### src/rtl/k005297_mskrcv.sv
// Serial word receiver: assembles LSB-first bits into 4- or 16-bit words,
// paced by an active-low bit-rate enable, and holds each result until acknowledged.
module k005297_mskrcv (
  input  logic        i_MCLK,
  input  logic        i_RST,
  input  logic        i_CLK2M_PCEN_n,
  input  logic        i_4BEN_n,
  input  logic        i_FRAME_START,
  input  logic        i_SD,
  input  logic        i_SD_VALID,
  input  logic        i_WORD_ACK,
  output logic [15:0] o_DOUT,
  output logic        o_WORD_VALID,
  output logic        o_OVERRUN,
  output logic        o_BUSY
);

  typedef enum logic {
    IDLE = 1'b0,
    RECV = 1'b1
  } state_t;

  state_t      state;
  logic [15:0] sr;
  logic [3:0]  cnt;
  logic        m4;

  logic        en;
  logic [15:0] sr_shift;
  logic [3:0]  cnt_last;
  logic        bit_in;
  logic        complete;

  assign en       = ~i_CLK2M_PCEN_n;
  assign sr_shift = {i_SD, sr[15:1]};
  assign cnt_last = m4 ? 4'd3 : 4'd15;
  assign bit_in   = en && !i_FRAME_START && (state == RECV) && i_SD_VALID;
  assign complete = bit_in && (cnt == cnt_last);

  // o_BUSY doubles as the observable FSM state: it is high exactly in RECV.
  assign o_BUSY = (state == RECV);

  // Output handshake: o_WORD_VALID rises one i_MCLK after the last bit of a
  // frame is sampled and o_DOUT is stable while it is high; the consumer
  // pulses i_WORD_ACK (any edge, not enable-gated) to drop it. A word that
  // completes on the same edge as the ack wins and stays valid.
  always_ff @(posedge i_MCLK) begin
    if (i_RST) begin
      state        <= IDLE;
      sr           <= 16'h0000;
      cnt          <= 4'd0;
      m4           <= 1'b0;
      o_DOUT       <= 16'h0000;
      o_WORD_VALID <= 1'b0;
      o_OVERRUN    <= 1'b0;
    end else begin
      if (i_WORD_ACK) begin
        o_WORD_VALID <= 1'b0;
      end
      if (en) begin
        if (i_FRAME_START) begin
          // Start or restart: the concurrent bit, if any, is bit 0 of the new frame.
          state <= RECV;
          m4    <= ~i_4BEN_n;
          if (i_SD_VALID) begin
            sr  <= sr_shift;
            cnt <= 4'd1;
          end else begin
            cnt <= 4'd0;
          end
        end else if (bit_in) begin
          sr <= sr_shift;
          if (complete) begin
            o_DOUT       <= m4 ? {12'h000, i_SD, sr[15:13]} : sr_shift;
            o_WORD_VALID <= 1'b1;
            if (o_WORD_VALID && !i_WORD_ACK) begin
              o_OVERRUN <= 1'b1;
            end
            cnt   <= 4'd0;
            state <= IDLE;
          end else begin
            cnt <= cnt + 4'd1;
          end
        end
      end
    end
  end

endmodule
### config.mk
export PLATFORM = sky130hd
export DESIGN_NAME = k005297_mskrcv
export DESIGN_NICKNAME = d
export VERILOG_FILES = /design/src/rtl/k005297_mskrcv.sv
export SDC_FILE = /design/constraint.sdc
export NUM_CORES = 1
export LEC_CHECK = 0
export CORE_UTILIZATION = 45
export CTS_CLUSTER_DIAMETER = 100
export DETAILED_ROUTE_END_ITERATION = 8
export MAX_ROUTING_LAYER = met4
export PLACE_DENSITY = 0.79
export SYNTH_ARGS = -nofsm -noshare
export SYNTH_HDL_FRONTEND = slang
export SYNTH_SLANG_ARGS = --single-unit
### constraint.sdc
create_clock -name i_MCLK -period 4.1 [get_ports i_MCLK]
set_clock_uncertainty 0.1 [all_clocks]
set_input_delay 0.615 -clock i_MCLK [delete_from_list [all_inputs] [get_ports i_MCLK]]
set_output_delay 0.615 -clock i_MCLK [all_outputs]
set_load 0.005 [all_outputs]
==> flow_summary_export.csv <==
group,metric,value,unit
status,outcome,"completed",
clock_network,tritoncts,"yes",
floorplan,die-width,65.12,um
grt,grt_max_degree,34,
clock_network,post-cts-setup-buffers,0,
logic_synthesis,synthesis.nets,197,
setup_path,worst_ep_arrival_time,2.48,ns
placed_design,place.detailed.hpwl,2294,um
power,switching_share_of_power,22.68,%
timing,grt_setup_unrepaired,"no",
route,drt-vias-per-instance,5.529,
floorplan,fp.dieH,65.12,um
route,detail_route.first_pass.iterations,4,
logic_synthesis,ys_types,30,
setup_path,timing.critical_path.from,"i_RST",
logic_synthesis,complex_gate_fraction_of_the_synthesized_area,15.35,%
power,seqPwrFrac,58.5,%
setup_path,criticalPathCategory,"in -> reg",
clock_network,post_cts_resized,0,
clock_network,cts_htree_levels,2,
route,dr.first_iter.drc_count,59,
power,vdd_drop_max,0.1342,mV
final_layout,fin_cells,255,
timing,finalWorstPathRequiredPeriod,2.377,ns
placed_design,globalplace.congestion,0.8255,
final_layout,final_net_count,217,
route,ant_nets,0,
power,comb_power_share,6.2,%
timing,period_share,57.98,%
logic_synthesis,synth_simple_gate_area_share,23.73,%
logic_synthesis,yosysSeqAreaShare,43.55,%
setup_path,list_of_cells_traversed_by_the_critical_path,"clkdlybuf4s50_1 > buf_4 > or2_2 > a221oi_1",
logic_synthesis,syn_area_per_cell,9.537,um^2
setup_path,critical_path_buffers_and_inverters,2,
floorplan,die_area,4241,um^2
route,dr_total_vias,1410,
route,wire_per_inst,13.18,um
grt,gr_ovfl_total,0,
logic_synthesis,synth_enable_flop_cells,0,
min_path,hold_path_startpoint,"o_OVERRUN$_SDFFE_PP0P_",
setup_path,r2r_start,"m4$_SDFFE_PP0P_",
floorplan,io_pins,27,
final_layout,area.growth.synth_to_final,18.49,%
route,detail_route.wirelength,3362,um
placed_design,numPortBuffers,26,
route,drt_drc_violations_left,0,
timing,max_slew.worst_pin.slew,0.9680,ns
grt,grt_antenna_before_repair,0,
logic_synthesis,flops_latches_synth,39,
clock_network,clk_root_buffer_cell,"sky130_fd_sc_hd__clkbuf_8",
grt,vias_in_the_first_global_route,1218,
grt,global_route_total_usage_across_every_layer,18.27,%
clock_network,numCtsBuffers,5,
final_layout,post_route_cells_drive_above_1_share,14.01,%
timing,timing.setup.tns,0,ns
logic_synthesis,async_reset_ff_share,0,%
final_layout,num_antenna_cells,0,
timing,fmax,420.7,MHz
power,p_int,511.6,uW
setup_path,worst_path_max_delay_cell,"sky130_fd_sc_hd__clkdlybuf4s50_1",
setup_path,critical_path.max_fanout,33,
clock_network,clkSinkCount,39,
clock_network,clk_pin_slew,0.07,ns
logic_synthesis,combinational_family_with_the_most_area_after_synthesis,"simple AND/OR/NAND/NOR gates",
timing,timing_max_transition_violations_final,0,
clock_network,cts_hold_buf,0,
power,power_frac_clock,35.3,%
clock_network,clock_insertion_delay_worst_skew,0.29,ns
floorplan,initial_utilization,47.89,%
setup_path,setup.worst_path.start_class,"input port",
logic_synthesis,syn-instance-count,188,
timing,max_slew_margin,35.34,%
timing,final-setup-viol-count,0,
placed_design,dpl.cell_count,249,
floorplan,floorplan.rows,22,
logic_synthesis,synth-xor-area-share,0,%
timing,hold_vio_cnt_final,0,
min_path,worst_hold_path_type,"reg -> reg",
final_layout,fillers,349,
logic_synthesis,synth.mux.area_fraction,12.63,%
power,power.switching,150.0,uW
setup_path,crit_path_max_incr_delay,0.87,ns
flow_run,max_cap_viol_count,0,
logic_synthesis,yosys_warnings,0,
floorplan,floorplan.core_area,3744,um^2
final_layout,post-route-util,56.75,%
logic_synthesis,yosys.area_share.adder,0.6978,%
power,static-leakage-power,0.6858,nW
clock_network,ctsLongestPathBuffers,2,
timing,final.hold.worst_slack,0.3687,ns
setup_path,cell_family_with_the_largest_share_of_critical_path_delay,"buffers and inverters",
logic_synthesis,ys_dominant_reg_cell,"sky130_fd_sc_hd__dfxtp_1",
setup_path,critPathCaptureType,"flop",
power,design_power_total,661.6,uW
setup_path,critPathRequiredTime,4.20,ns
power,power-per-cell-area,311.4,nW/um^2
grt,grt_first_pass_wirelength,5609,um
logic_synthesis,synth_area,1793,um^2
cells in the final DEF (no fill, tap or decap):
cell type                         instances
sky130_fd_sc_hd__a211oi_1                 2
sky130_fd_sc_hd__a21bo_4                  1
sky130_fd_sc_hd__a21oi_2                  1
sky130_fd_sc_hd__clkbuf_8                 5
sky130_fd_sc_hd__a21boi_4                 1
sky130_fd_sc_hd__or3b_2                  12
sky130_fd_sc_hd__o32ai_1                  1
sky130_fd_sc_hd__a221oi_1                 2
sky130_fd_sc_hd__a21oi_1                 18
sky130_fd_sc_hd__nand3_1                 16
sky130_fd_sc_hd__mux2i_1                 17
sky130_fd_sc_hd__nand2_1                  2
sky130_fd_sc_hd__nand4bb_1                1
sky130_fd_sc_hd__clkdlybuf4s50_1         26
sky130_fd_sc_hd__nand2b_1                16
sky130_fd_sc_hd__nor2b_1                  6
sky130_fd_sc_hd__dfxtp_1                 39
sky130_fd_sc_hd__or4_1                    1
sky130_fd_sc_hd__nor2_1                   8
sky130_fd_sc_hd__buf_4                    1
sky130_fd_sc_hd__mux2_2                   1
sky130_fd_sc_hd__clkbuf_1                 1
sky130_fd_sc_hd__inv_1                    1
sky130_fd_sc_hd__or2_2                    2
sky130_fd_sc_hd__and4bb_2                 1
sky130_fd_sc_hd__o21ai_0                 17
sky130_fd_sc_hd__mux2_4                   3
sky130_fd_sc_hd__o31ai_1                  2
sky130_fd_sc_hd__nand4b_2                 1
sky130_fd_sc_hd__ha_1                     1
sky130_fd_sc_hd__or3_1                    1
power groups by stage:
| stage | registers [mW] | clock network, mW | logic [mW] |
|---|---|---|---|
| 2_1_floorplan | 0.392 | 0 | 0.0300 |
| 6_report | 0.387 | 0.234 | 0.0411 |
| 5_1_grt | 0.387 | 0.259 | 0.0457 |
| 3_3_place_gp | 0.396 | 0 | 0.0411 |
| 4_1_cts | 0.387 | 0.241 | 0.0410 |
| 3_5_place_dp | 0.395 | 0 | 0.0409 |
layout make-up:
class / count / area [um^2] / share of cell area [%]
sequential: 39 / 780.7 / 36.75
multi-input combinational: 134 / 939.7 / 44.23
tap: 48 / 60.06 / 2.827
clock buffer: 6 / 72.57 / 3.416
inverter: 1 / 3.754 / 0.1767
timing repair buffer: 27 / 267.8 / 12.60
synthesized netlist by cell type, types with 2 or more instances:
cell type / n / area share, %
sky130_fd_sc_hd__dfxtp_1: 39 / 44
sky130_fd_sc_hd__a21oi_1: 18 / 5.0
sky130_fd_sc_hd__mux2i_1: 17 / 9.5
sky130_fd_sc_hd__o21ai_0: 17 / 4.7
sky130_fd_sc_hd__nand2b_1: 16 / 5.6
sky130_fd_sc_hd__nand3_1: 16 / 4.5
sky130_fd_sc_hd__or3b_2: 12 / 5.9
sky130_fd_sc_hd__clkbuf_1: 9 / 1.9
sky130_fd_sc_hd__nor2_1: 8 / 1.7
sky130_fd_sc_hd__nor2b_1: 6 / 2.1
sky130_fd_sc_hd__buf_2: 4 / 1.1
sky130_fd_sc_hd__mux2_4: 3 / 2.5
sky130_fd_sc_hd__a211oi_1: 2 / 0.84
sky130_fd_sc_hd__a221oi_1: 2 / 0.98
sky130_fd_sc_hd__nand2_1: 2 / 0.42
sky130_fd_sc_hd__o31ai_1: 2 / 0.84
sky130_fd_sc_hd__or2_2: 2 / 0.70
layer usage:
metal / global-route usage, % / wire length [um]
met3: 6.250 / 128
met2: 25.52 / 1542
met5: - / 0
met1: 23.13 / 1618
met4: 9.783 / 72
path summary, 6_finish.rpt:
kind                                                to  slack, ns  depth (start not counted)
worst min-delay path            o_OVERRUN$_SDFFE_PP0P_       0.37                          2
worst min register to register  o_OVERRUN$_SDFFE_PP0P_       0.37                          2
worst max register to register  o_DOUT[0]$_SDFFE_PP0P_       1.90                          3
worst max-delay path               cnt[3]$_SDFFE_PP0P_       1.72                          4
state kept, by name, summed over array words and instances, names as in the netlist:
name	count
cnt	4
m4	1
o_WORD_VALID	1
sr	15
o_DOUT	16
o_BUSY	1
o_OVERRUN	1
metrics by stage:
step                setup slack, ns  instance area, um^2
global placement              1.456                 2052
finish                        1.723                 2125
floorplan                     2.351                 1793
CTS                           1.708                 2125
global route                  1.601                 2125
detailed placement            1.409                 2052
kinds of logic (layout without fill, tap and decap cells):
| group | Yosys count | count (layout) |
|---|---|---|
| AOI/OAI and AO/OA | 45 | 45 |
| adders and majority gates | 1 | 1 |
| buffers and inverters | 15 | 34 |
| DFF | 39 | 39 |
| muxes | 21 | 21 |
| and+or+nand+nor | 67 | 67 |
worst min-delay path, stage by stage (launching register included):
cell                       delay (ns)
sky130_fd_sc_hd__dfxtp_1         0.33
sky130_fd_sc_hd__nand2b_1        0.06
sky130_fd_sc_hd__o31ai_1         0.05
No activity file was read; power rests on OpenSTA's default activity.
==> RTL change, RTL diff (same flow settings) <==
Put one more register stage on the output `o_OVERRUN`. The value now appears one clock later. The other outputs are not delayed to match.
--- a/src/rtl/k005297_mskrcv.sv
+++ b/src/rtl/k005297_mskrcv.sv
@@ -19,6 +19,8 @@
     IDLE = 1'b0,
     RECV = 1'b1
   } state_t;
+
+  logic o_OVERRUN_s0;
 
   state_t      state;
   logic [15:0] sr;
@@ -52,7 +54,7 @@
       m4           <= 1'b0;
       o_DOUT       <= 16'h0000;
       o_WORD_VALID <= 1'b0;
-      o_OVERRUN    <= 1'b0;
+      o_OVERRUN_s0 <= 1'b0;
     end else begin
       if (i_WORD_ACK) begin
         o_WORD_VALID <= 1'b0;
@@ -74,7 +76,7 @@
             o_DOUT       <= m4 ? {12'h000, i_SD, sr[15:13]} : sr_shift;
             o_WORD_VALID <= 1'b1;
             if (o_WORD_VALID && !i_WORD_ACK) begin
-              o_OVERRUN <= 1'b1;
+              o_OVERRUN_s0 <= 1'b1;
             end
             cnt   <= 4'd0;
             state <= IDLE;
@@ -86,4 +88,8 @@
     end
   end
 
+  always_ff @(posedge i_MCLK) begin
+    o_OVERRUN <= o_OVERRUN_s0;
+  end
+
 endmodule
Formal check against the unedited RTL: same outputs for any inputs over 4 cycles, from zero or initial values and one cycle with i_RST high; that may be too few to reach the edited logic, so the function may still have changed.
==> RTL change against the unedited design <==
Cell area grew 2.6%; sequential cell count up 1; wire length increased by 2.0%; worst setup slack improved by 0.0076 ns; power grew 14%; area after synthesis grew 1.1%; fmax up 0.32%; critical path depth did not move.
==> RTL change: results (changes against the unedited design) <==
Status
The run finished with clean final reports.

Placement
The worst slack at placement was 1.41 ns (+0.000950 ns). The total placed cells including tap cells was 250 (+0.40%). The placed wire-length estimate after detailed placement was 2200 um (-4.2%). The final weighted congestion of routability-driven global placement is 0.869 (+5.3%).

Clock network
The number of buffers created by CTS was 5 (unchanged). The clock transition at the registers of the reported paths is 0.07 ns (about the same). The master cell of the clock root buffer is clkbuf_8. The later pin in the worst-skew pair is clocked with a latency of roughly 0.3 ns.

Worst setup path
The critical register-to-register path endpoint is o_DOUT[0]. The largest individual stage delay along the critical path comes from the cell a21boi_4. The highest fanout seen on the critical path is 13 (-61%). The delay of the slowest cell on the worst path is 0.53 ns (-0.34 ns). The critical path arrival is 2.46 ns (-0.02 ns).

Worst hold path
In this run the most critical hold path is launched from o_OVERRUN_s0. The number of instances on the worst hold path came to 0 (-2). The end point of the worst hold path is o_OVERRUN.

Synth
The count of unique library cells instantiated by Yosys is 30 (unchanged). The post-synthesis sequential area ratio came to 44.2% (+0.62 points). The post-synth net total is 198 (+0.51%).

After synthesis, the cell types taking the most area are dfxtp_1 (44%), mux2i_1 (9.4%), or3b_2 (5.8%). Among all flip-flop cells after synthesis, the most frequent one is dfxtp_1. Sorting the synthesized cells by how often they occur yields dfxtp_1 (40), a21oi_1 (18), mux2i_1 (17), o21ai_0 (17).

Power
The switching power of the nets is 164 uW (+9.6%). The maximum VDD drop is 0.240 mV (+78%). The cell leakage power is 0.712 nW (+3.8%).

Routing
The detailed-route vias per instance is 5.45 (-1.4%). The DRC marker count from the first detailed-route iteration was 68 (+15%).

Global routing
The via count of the first global-routing pass is 1,254 (+3.0%). The global-route wire length before repair is 5710 um (+1.9%). The largest net degree at the start of global routing is 57 (+68%). The all-layer global routing usage was 18.0% (-0.30 points).

Layout
The layout net count came to 218 (+0.46%).

STA
The headroom to the max-slew limit is 33.3% (-2.1 points).
RTL change: cell types whose count changed after synthesis, sizes merged:
cell   unedited run  this run
dfxtp            39        40
RTL change: area by class of cell:
class                      instances  area, um2
sequential                        40        801
tap                               48       60.1
clock buffer                       6       72.6
inverter                           1       3.75
multi-input combinational        134        940
timing repair buffer              27        268
clock inverter                     2       35.0
fill                             336       1590
RTL change: power by group through the flow:
| stage | clock network [mW] | logic, mW | registers (mW) |
|---|---|---|---|
| 2_1_floorplan | 0 | 0.0300 | 0.402 |
| 3_3_place_gp | 0 | 0.0410 | 0.405 |
| 3_5_place_dp | 0 | 0.0414 | 0.406 |
| 4_1_cts | 0.321 | 0.0414 | 0.396 |
| 5_1_grt | 0.338 | 0.0459 | 0.397 |
| 6_report | 0.315 | 0.0415 | 0.396 |
RTL change: worst max-delay path by stage:
stage                              start   endpoint  slack [ns]
final                     i_CLK2M_PCEN_n  o_DOUT[0]        1.73
after global routing      i_CLK2M_PCEN_n  o_DOUT[0]        1.64
after CTS                 i_CLK2M_PCEN_n  o_DOUT[0]        1.73
after detailed placement  i_CLK2M_PCEN_n  o_DOUT[0]        1.41
after global placement    i_CLK2M_PCEN_n  o_DOUT[0]        1.44
after floorplan           i_CLK2M_PCEN_n  o_DOUT[0]        2.35
RTL change: metrics by stage:
step,hold slack (ns),area [um2]
after floorplan,0.232,1810
after global placement,0.237,2070
after detailed placement,0.250,2070
after CTS,0.262,2180
after global routing,0.269,2180
final,0.258,2180
RTL change: logic make-up (layout without fill, tap and decap cells):
kind of cell	count (synthesis)	after routing	share of synthesized area (%)
compound gates	45	45	15.2
buf+inv	15	36	4.00
flops	40	40	44.2
simple gates	67	67	23.5
mux	21	21	12.5
fa+ha+maj	1	1	0.690
RTL change: routing by layer:
layer  vias up  wire (um)  track usage, %
li1        711          -               -
met1       659       1690            22.4
met2        27       1560            27.4
met3         9        106            3.65
met4         0         74            9.24
met5         -          0               -
RTL change: worst max-delay path: cells and delay by family:
family                 cells  cell delay [ns]
AO/OA/AOI/OAI              1             0.53
multiplexers               1             0.40
buffers and inverters      1             0.51
AND/OR/NAND/NOR            1             0.40
